$ cat src/rtl/i2c_temp_poll_ctrl_pkg.sv
// i2c_temp_poll_ctrl_pkg: controller state encoding and default sensor constants
package i2c_temp_poll_ctrl_pkg;
    typedef enum logic [2:0] {
        CFG_GO,
        CFG_WAIT,
        POLL_WAIT,
        RD_GO,
        RD_WAIT,
        PUBLISH
    } state_t;
    localparam logic [6:0] DEF_DEV_ADDR = 7'h48;
    localparam logic [7:0] DEF_CFG_PTR  = 8'h01;
    localparam logic [7:0] DEF_CFG_VAL  = 8'h60;
    localparam logic [7:0] DEF_TEMP_PTR = 8'h00;
endpackage

$ cat src/rtl/i2c_poll_timer.sv
// i2c_poll_timer: clearable counter giving a one-cycle tc pulse at count limit-1
module i2c_poll_timer
    import i2c_temp_poll_ctrl_pkg::*;
#(
    parameter int W = 26
) (
    input  logic         clk,
    input  logic         reset,
    input  logic         en,
    input  logic         clr,
    input  logic [W-1:0] limit,
    output logic         tc
);
    logic [W-1:0] cnt;
    assign tc = en && !clr && (cnt == limit - 1'b1);
    always_ff @(posedge clk or negedge reset)
        if (!reset) cnt <= '0;
        else if (clr || tc) cnt <= '0;
        else if (en) cnt <= cnt + 1'b1;
endmodule

$ cat src/rtl/i2c_temp_poll_ctrl.sv
// i2c_temp_poll_ctrl: configures the temperature sensor once, then polls it through the I2C master
module i2c_temp_poll_ctrl
    import i2c_temp_poll_ctrl_pkg::*;
#(
    parameter logic [6:0]  DEV_ADDR       = DEF_DEV_ADDR,
    parameter logic [7:0]  CFG_PTR        = DEF_CFG_PTR,
    parameter logic [7:0]  CFG_VAL        = DEF_CFG_VAL,
    parameter logic [7:0]  TEMP_PTR       = DEF_TEMP_PTR,
    parameter logic [25:0] POLL_CYCLES    = 26'd50_000_000,
    parameter logic [23:0] TIMEOUT_CYCLES = 24'd4_000_000
) (
    input  logic        clk,
    input  logic        reset,
    output logic        m_go,
    input  logic        m_done,
    input  logic        m_ready,
    output logic        m_rw,
    output logic [5:0]  m_nbyte,
    output logic [6:0]  m_dev_add,
    output logic [7:0]  m_dwr,
    output logic [7:0]  m_rptr,
    input  logic [7:0]  m_drd,
    input  logic        m_ack_e,
    output logic        m_stop,
    output logic [11:0] temp_raw,
    output logic [7:0]  temp_int,
    output logic        temp_valid,
    output logic        nack_err,
    output logic        timeout_err,
    output logic        busy
);
    state_t state, nxt;
    logic rdy_q, done_q, ack_evt, poll_tc, to_tc;
    logic [1:0] byte_cnt;
    logic [7:0] msb_r, lsb_r;
    logic rdy_rise, done_rise, in_wait, go_next, unused_ok;

    assign rdy_rise  = m_ready & ~rdy_q;
    assign done_rise = m_done & ~done_q;
    assign in_wait   = (state == CFG_WAIT) || (state == RD_WAIT);
    assign go_next   = (nxt == CFG_GO) || (nxt == RD_GO);
    assign m_dev_add = DEV_ADDR;
    assign m_stop    = 1'b0;
    assign busy      = state != POLL_WAIT;
    assign unused_ok = ^lsb_r[3:0];

    i2c_poll_timer #(.W(26)) u_poll (
        .clk(clk), .reset(reset), .en(state == POLL_WAIT), .clr(state != POLL_WAIT),
        .limit(POLL_CYCLES), .tc(poll_tc)
    );

    i2c_poll_timer #(.W(24)) u_timeout (
        .clk(clk), .reset(reset), .en(in_wait), .clr(!in_wait),
        .limit(TIMEOUT_CYCLES), .tc(to_tc)
    );

    always_ff @(posedge clk or negedge reset)
        if (!reset) state <= CFG_GO;
        else state <= nxt;

    // acceptance requires our own go to be up, so a still-busy master is never mistaken for one
    always_comb begin
        nxt = state;
        case (state)
            CFG_GO:    nxt = (m_go && !m_done) ? CFG_WAIT : CFG_GO;
            CFG_WAIT:  nxt = done_rise ? POLL_WAIT : (to_tc ? CFG_GO : CFG_WAIT);
            POLL_WAIT: nxt = poll_tc ? RD_GO : POLL_WAIT;
            RD_GO:     nxt = (m_go && !m_done) ? RD_WAIT : RD_GO;
            RD_WAIT:   nxt = done_rise ? PUBLISH : (to_tc ? POLL_WAIT : RD_WAIT);
            PUBLISH:   nxt = POLL_WAIT;
            default:   nxt = CFG_GO;
        endcase
    end

    always_ff @(posedge clk or negedge reset)
        if (!reset) begin
            rdy_q       <= 1'b0;
            done_q      <= 1'b0;
            ack_evt     <= 1'b0;
            m_go        <= 1'b0;
            m_rw        <= 1'b0;
            m_nbyte     <= '0;
            m_dwr       <= '0;
            m_rptr      <= '0;
            byte_cnt    <= '0;
            msb_r       <= '0;
            lsb_r       <= '0;
            temp_raw    <= '0;
            temp_int    <= '0;
            temp_valid  <= 1'b0;
            nack_err    <= 1'b0;
            timeout_err <= 1'b0;
        end else begin
            rdy_q      <= m_ready;
            done_q     <= m_done;
            ack_evt    <= done_rise & m_ack_e;
            m_go       <= go_next && m_done;
            temp_valid <= 1'b0;
            if (nxt == CFG_GO) begin
                m_rw    <= 1'b0;
                m_nbyte <= 6'd1;
                m_rptr  <= CFG_PTR;
                m_dwr   <= CFG_VAL;
            end
            if (nxt == RD_GO) begin
                m_rw    <= 1'b1;
                m_nbyte <= 6'd2;
                m_rptr  <= TEMP_PTR;
            end
            if (state == RD_GO && nxt == RD_WAIT) byte_cnt <= '0;
            if (state == RD_WAIT && rdy_rise) begin
                if (byte_cnt == 2'd0) msb_r <= m_drd;
                if (byte_cnt == 2'd1) lsb_r <= m_drd;
                byte_cnt <= (byte_cnt == 2'd2) ? 2'd2 : byte_cnt + 2'd1;
            end
            if (state == CFG_WAIT && done_rise && m_ack_e) nack_err <= 1'b1;
            if (in_wait && to_tc && !done_rise) timeout_err <= 1'b1;
            if (state == PUBLISH) begin
                if (!ack_evt && byte_cnt == 2'd2) begin
                    temp_raw    <= {msb_r, lsb_r[7:4]};
                    temp_int    <= msb_r;
                    temp_valid  <= 1'b1;
                    nack_err    <= 1'b0;
                    timeout_err <= 1'b0;
                end else begin
                    nack_err <= 1'b1;
                end
            end
        end
endmodule

$ cat config.mk
export PLATFORM = sky130hd
export DESIGN_NAME = i2c_temp_poll_ctrl
export DESIGN_NICKNAME = d
export VERILOG_FILES = /design/src/rtl/i2c_temp_poll_ctrl_pkg.sv /design/src/rtl/i2c_poll_timer.sv /design/src/rtl/i2c_temp_poll_ctrl.sv
export SDC_FILE = /design/constraint.sdc
export NUM_CORES = 1
export LEC_CHECK = 0
export BUFFER_PORTS_ARGS = -buffer_cell sky130_fd_sc_hd__buf_2
export CAP_MARGIN = 0
export CELL_PAD_IN_SITES_DETAIL_PLACEMENT = 1
export CELL_PAD_IN_SITES_GLOBAL_PLACEMENT = 1
export CORE_UTILIZATION = 30
export CTS_BUF_LIST = sky130_fd_sc_hd__clkbuf_8
export DETAILED_ROUTE_END_ITERATION = 8
export GPL_ROUTABILITY_DRIVEN = 0
export PLACE_DENSITY = 0.68
export SLEW_MARGIN = 30
export SYNTH_ARGS = -nofsm -noshare
export SYNTH_HDL_FRONTEND = slang
export SYNTH_HIERARCHICAL = 1
export SYNTH_SLANG_ARGS = --single-unit
$ cat constraint.sdc
create_clock -name clk -period 4.8 [get_ports clk]
set_input_delay 0.48 -clock clk [delete_from_list [all_inputs] [get_ports clk]]
set_output_delay 0.48 -clock clk [all_outputs]
set_load 0.1 [all_outputs]
# Word level (Yosys, flattened, before mapping)
# Cells that the tools add are included.
classes:
  add_sub_neg: 3
  eq_ne: 12
  muxes: 29
  n_bitwise: 5
  reduce_logical: 32
op_table:
  columns: ["operator", "count"]
  rows:
  - ["$mux W26", 2]
  - ["$mux W24", 2]
  - ["$add A26 B1 Y26 const B", 1]
  - ["$eq A26 B26 Y1 const B", 1]
  - ["$add A24 B1 Y24 const B", 1]
  - ["$eq A24 B22 Y1 const B", 1]
  - ["$pmux W3 S6", 1]
  - ["$mux W8", 2]
  - ["$mux W1", 13]
  - ["$logic_and A1 B1 Y1", 12]
  - ["$mux W6", 2]
  - ["$reduce_bool A2 Y1", 5]
  - ["$eq A3 B2 Y1 const B", 3]
  - ["$eq A3 B3 Y1 const B", 3]
  - ["$mux W3", 3]
  - ["$mux W2", 4]
  - ["$logic_not A3 Y1", 2]
  - ["$reduce_and A2 Y1", 3]
  - ["$logic_not A1 Y1", 5]
  - ["$logic_or A1 B1 Y1", 4]
  - ["$and A1 B1 Y1", 3]
  - ["$eq A3 B1 Y1 const B", 1]
  - ["$ne A3 B2 Y1 const B", 1]
  - ["$add A2 B1 Y2 const B", 1]
  - ["other kinds (4)", 5]
totals:
  reg_bits: 114
  in_bits: 13
  output_inout_bits: 56
  wordCells: 100

# Depth between registers and ports, before layout
depth:
  depth_word: 10
  ltp_mapped: 15
  mapped_depth_nobuf: 12

# Hierarchy
# The synthesis kept the hierarchy.
modules_own_cells:
  columns: ["mod", "n_inst", "cells_each", "area_each_um2", "seq_area_each_um2"]
  rows:
  - ["i2c_poll_timer at u_poll", 1, 268, 2278.4, 650.6]
  - ["i2c_poll_timer at u_timeout", 1, 249, 2104.5, 600.6]
  - ["i2c_temp_poll_ctrl", 1, 187, 1978.1, 975.9]

# Worst setup path after synthesis
# Ideal clock, no wire load.
synth_path:
  path_kind: "flip-flop to flip-flop"
  start: "register state[2]"
  end: "register m_nbyte[0]"
  setup_time_ns: 0.120
  arrival_time_ns: 3.215
  t_required_ns: 4.680
  setup_slack_ns: 1.465
  stages_incl_launch_ff: 16
  path_buffers: 4
  period_less_slack_ns: 3.335
  cell_sequence: "dfrtp_1 buf_6 nand2b_1 or2_2 inv_1 clkbuf_1 nor4b_1 o2111ai_1 a2111oi_0 and4_1 buf_6 buf_8 and2_1 nor2_1 or3_1 o21a_1"
synth_between:
  elab_chain_len: 8
synth_rtl:
  columns: ["item", "line_no", "text"]
  rows:
  - ["start, declared", "i2c_temp_poll_ctrl.sv:32", "state_t state, nxt;"]
  - ["start signal, assigned", "i2c_temp_poll_ctrl.sv:59", "else state <= nxt;"]
  - ["$ne A3 B2 Y1 (*)", null, null]
  - ["net busy", "i2c_temp_poll_ctrl.sv:30", "output logic busy"]
  - ["$logic_not A1 Y1 (*)", "i2c_poll_timer.sv:15", "assign tc = en && !clr && (cnt == limit - 1'b1);"]
  - ["$logic_and A1 B1 Y1 (*) (2 in series)", "i2c_poll_timer.sv:15", null]
  - ["net poll_tc", "i2c_temp_poll_ctrl.sv:33", "logic rdy_q, done_q, ack_evt, poll_tc, to_tc;"]
  - ["$mux W1 (*)", "i2c_temp_poll_ctrl.sv:67", "POLL_WAIT: nxt = poll_tc ? RD_GO : POLL_WAIT;"]
  - ["$pmux W3 S6 (*)", "i2c_temp_poll_ctrl.sv:64", "case (state)"]
  - ["$eq A3 B2 Y1 or $logic_not A3 Y1 (tied branches)", "i2c_temp_poll_ctrl.sv:105, i2c_temp_poll_ctrl.sv:99", null]
  - ["$mux W6 or $reduce_bool A2 Y1 (tied branches)", null, null]
  - ["end signal, assigned", "i2c_temp_poll_ctrl.sv:82", "m_nbyte <= '0;"]
  - ["end signal, assigned", "i2c_temp_poll_ctrl.sv:101", "m_nbyte <= 6'd1;"]
  - ["end signal, assigned", "i2c_temp_poll_ctrl.sv:107", "m_nbyte <= 6'd2;"]
  - ["end, declared", "i2c_temp_poll_ctrl.sv:18", "output logic [5:0] m_nbyte,"]
# The timed path passes the listed nets; every way through them passes the cells marked *.
# A chain may end at the register's enable or synchronous reset.

# Worst setup path in the final report
layout_path:
  start: "register state[0]"
  end: "register m_rw"
layout_between:
  elab_chain_len: 8
layout_rtl:
  columns: ["item", "line_no", "text"]
  rows:
  - ["$eq A3 B1 Y1 or $eq A3 B3 Y1 (tied branches)", "i2c_temp_poll_ctrl.sv:40", "assign in_wait = (state == CFG_WAIT) || (state == RD_WAIT);"]
  - ["$logic_or A1 B1 Y1 (*)", "i2c_temp_poll_ctrl.sv:40", null]
  - ["net in_wait", "i2c_temp_poll_ctrl.sv:36", "logic rdy_rise, done_rise, in_wait, go_next, unused_ok;"]
  - ["$logic_and A1 B1 Y1 (*)", "i2c_poll_timer.sv:15", null]
  - ["net to_tc", "i2c_temp_poll_ctrl.sv:33", null]
  - ["$mux W1 or $mux W3 (tied branches)", "i2c_temp_poll_ctrl.sv:66, i2c_temp_poll_ctrl.sv:69", null]
  - ["$mux W2 or $mux W3 (tied branches)", "i2c_temp_poll_ctrl.sv:66, i2c_temp_poll_ctrl.sv:69", null]
  - ["$pmux W3 S6 (*)", "i2c_temp_poll_ctrl.sv:64", null]
  - ["$eq A3 B2 Y1 or $logic_not A3 Y1 (tied branches)", "i2c_temp_poll_ctrl.sv:105, i2c_temp_poll_ctrl.sv:99", null]
  - ["$mux W1 or $reduce_bool A2 Y1 (tied branches)", null, null]
  - ["end signal, assigned", "i2c_temp_poll_ctrl.sv:81", "m_rw <= 1'b0;"]
  - ["end signal, assigned", "i2c_temp_poll_ctrl.sv:100", "m_rw <= 1'b0;"]
  - ["end signal, assigned", "i2c_temp_poll_ctrl.sv:106", "m_rw <= 1'b1;"]
  - ["end, declared", "i2c_temp_poll_ctrl.sv:17", "output logic m_rw,"]
# Marks and branches as above.

==> flow_summary.ini <==
[pwr]
powerDensity_nw_per_um2 = 277
p_total_mw = 2.07
vdd_drop_max_mv = 0.317
leakagePower_nw = 3.37

[sta]
layout_setup_ws_ps = 1390
whs_ps = 48.9
rsz0062_at_grt = no
final_hold_viol_count = 0
tightest_slew_ps = 664
finalCritPeriodShare_pct = 71.1
setup_tns_ps = 0
setup_viol = 0
slew_violations = 0
skew_ps = 5.34
slew_headroom_pct = 54.6
finalCriticalPeriod_ps = 3410
max_freq_ghz = 0.293

[synth]
yosysWarnings = 6
synth_top_area_share_pct = 35.0
avgSynthCellArea_um2 = 9.04
ys.flop_type = dfrtp_1
ys_ff_latch = 89
synth_top_area_cell = dfrtp_1
ys_types = 71
synth_edf_count = 0
synth_area_um2 = 6360
syn_inst = 704
ys_top_cells_by_area = dfrtp_1, xnor2_1, xor2_1, buf_4, nand2_1
yosysSeqAreaShare_pct = 35.0
synth-async-reset-ratio_pct = 100

[cts]
clock_path_buffers = 2
h-tree-depth = 3
hold_buffers = 0
clock-root-buffer = clkbuf_8
cts_tree = built
post_cts_resized = 0
cts_sinks = 89
numCtsBuffers = 9
clk_pin_slew_ps = 100
postCtsSetupBuffers = 0
clkLatencyLatePin_ps = 370

[cells_and_area]
area.sequential_um2 = 2230
stdcell_area_um2 = 7490
syn_to_final_growth_pct = 17.8
mostFrequentLayoutCells = conb_1, dfrtp_1, nand2_1
n_fill_cell = 2551
nets = 932
drive_gt1_share_pct = 10.6
mostFrequentLayoutCell = conb_1
diodes = 0
multi_input_area_um2 = 4390

[worst_hold_path]
hold_class = in2async

[drt]
drtAntennaViolNets = 0
drt_wl_total_um = 14700
viasPerCell = 4.47
dr.pass1.iters = 4
drc = 0
wl_per_cell_um = 12.4
drt_iter0_markers = 200
route.vias.total = 5298

[grt]
grt_pass1_vias = 5267
antenna_found_initial = 0
grt_max_degree = 53
grt_pass1_wl_um = 25800
grt_use_total_pct = 14.5
globalRouteOverflowTotal = 0

[floorplan]
dieArea_um2 = 21800
die_x_um = 148
pin_count = 69
initial_core_util_pct = 31.0
die_y_um = 148
core_area_um2 = 20500
num_rows = 52

[worst_setup_path]
path_cells = xnor2_1, nor2_1, inv_1, nand4b_1, nor4b_1, nand4_1, a2111oi_4, nor4_1, a2111oi_2, o21ai_1
critPathTopFamily = simple AND/OR/NAND/NOR gates
worst_setup_path_end_kind = flip-flop
worstSetupStartpointType = flip-flop
critPathMaxStageDelay_ps = 590
cp_max_fo = 9
required_ps = 5050
crit_type = reg2reg
crit_slowest_cell = dfrtp_1
crit_buf_inv = 1
cp.arrival_ps = 3660

[placement]
dp_slack_ps = 1340
dp.final_hpwl_um = 11200
postPlaceCellArea_um2 = 7290
port-buffer-count = 43

[flow_run]
cap_viol_max_count = 0

[run_status]
outcome = completed
[layer usage]
| metal | wire length [µm] | track usage, % | vias up |
|---|---|---|---|
| met1 | 7250 | 19.9 | 2561 |
| met2 | 6980 | 23.7 | 59 |
| met3 | 279 | 1.51 | 15 |
| li1 | - | - | 2663 |
| met4 | 220 | 4.95 | 0 |
| met5 | 0 | 0 | - |
[through the flow]
stage / utilization, % / cells
5_1_grt: 36.6 / 1186
2_1_floorplan: - / 927
3_5_place_dp: 35.5 / 1170
4_1_cts: 36.5 / 1186
6_report: 36.6 / 1186
3_3_place_gp: 35.5 / 1170
[registers in the layout (all words and copies together) (netlist names), 2 cells and up]
signal and count:
state 3, byte_cnt 2, u_poll/cnt 26, lsb_r 4, msb_r 8, u_timeout/cnt 24, temp_raw 12
[final cells by class]
type / count / area share, %
multi-input cells: 743 / 58.6
flip-flops and latches: 89 / 29.7
well taps: 270 / 4.51
repair buffers: 48 / 3.41
clock buffers: 9 / 1.65
inverters: 20 / 1.07
clock inverters: 7 / 1.05
[kinds of logic (layout without fill, tap and decap cells)]
| family | Yosys count | in the layout | share of synthesized area [%] |
|---|---|---|---|
| xor gates and xnor gates | 105 | 105 | 14.5 |
| buffers and inverters | 95 | 84 | 9.21 |
| muxes | 18 | 18 | 3.07 |
| DFF | 89 | 89 | 35.0 |
| and+or+nand+nor | 296 | 296 | 25.7 |
| AOI/OAI and AO/OA | 91 | 91 | 10.8 |
| other | 2 | 225 | 0.118 |
| adders and majority gates | 8 | 8 | 1.57 |
[synth_stat cells (4+ instances only)]
cell and instances:
or2_2 4, nand4_1 21, buf_6 8, nand2b_1 5, a211oi_1 29, dfrtp_1 89, or4_1 11, o21a_1 4
nor4b_1 4, o21ai_0 5, inv_1 19, nor4_1 14, buf_4 37, a21oi_1 12, xor2_1 49, o31ai_1 6
nand2_1 65, nand3b_1 10, xnor2_1 56, clkbuf_1 23, nor3_2 5, nor3_1 41, a31oi_1 4, mux2i_1 6
nor2_1 43, mux2_2 12, and3_1 11, ha_1 8, or3_1 12, nor2b_1 8, nand3_1 20
[report_power, final]
group          switching [mW]  internal [mW]
combinational           0.502          0.161
clock                   0.295          0.246
sequential             0.0603          0.808
total                   0.857           1.21
[path summary, 6_finish.rpt]
path	start	to	slack, ps	cells past startpoint
worst max register to register	state[0]	m_rw	1390	10
min in group clk	m_ready	rdy_q	240	1
worst max-delay path	state[0]	m_rw	1390	10
max in group asynchronous	reset	u_timeout/cnt[20]	3680	2
worst min-delay path	reset	temp_raw[5]	50	1
worst min register to register	lsb_r[4]	temp_raw[0]	480	2
Note: power is estimated with default switching activity, not from simulation.
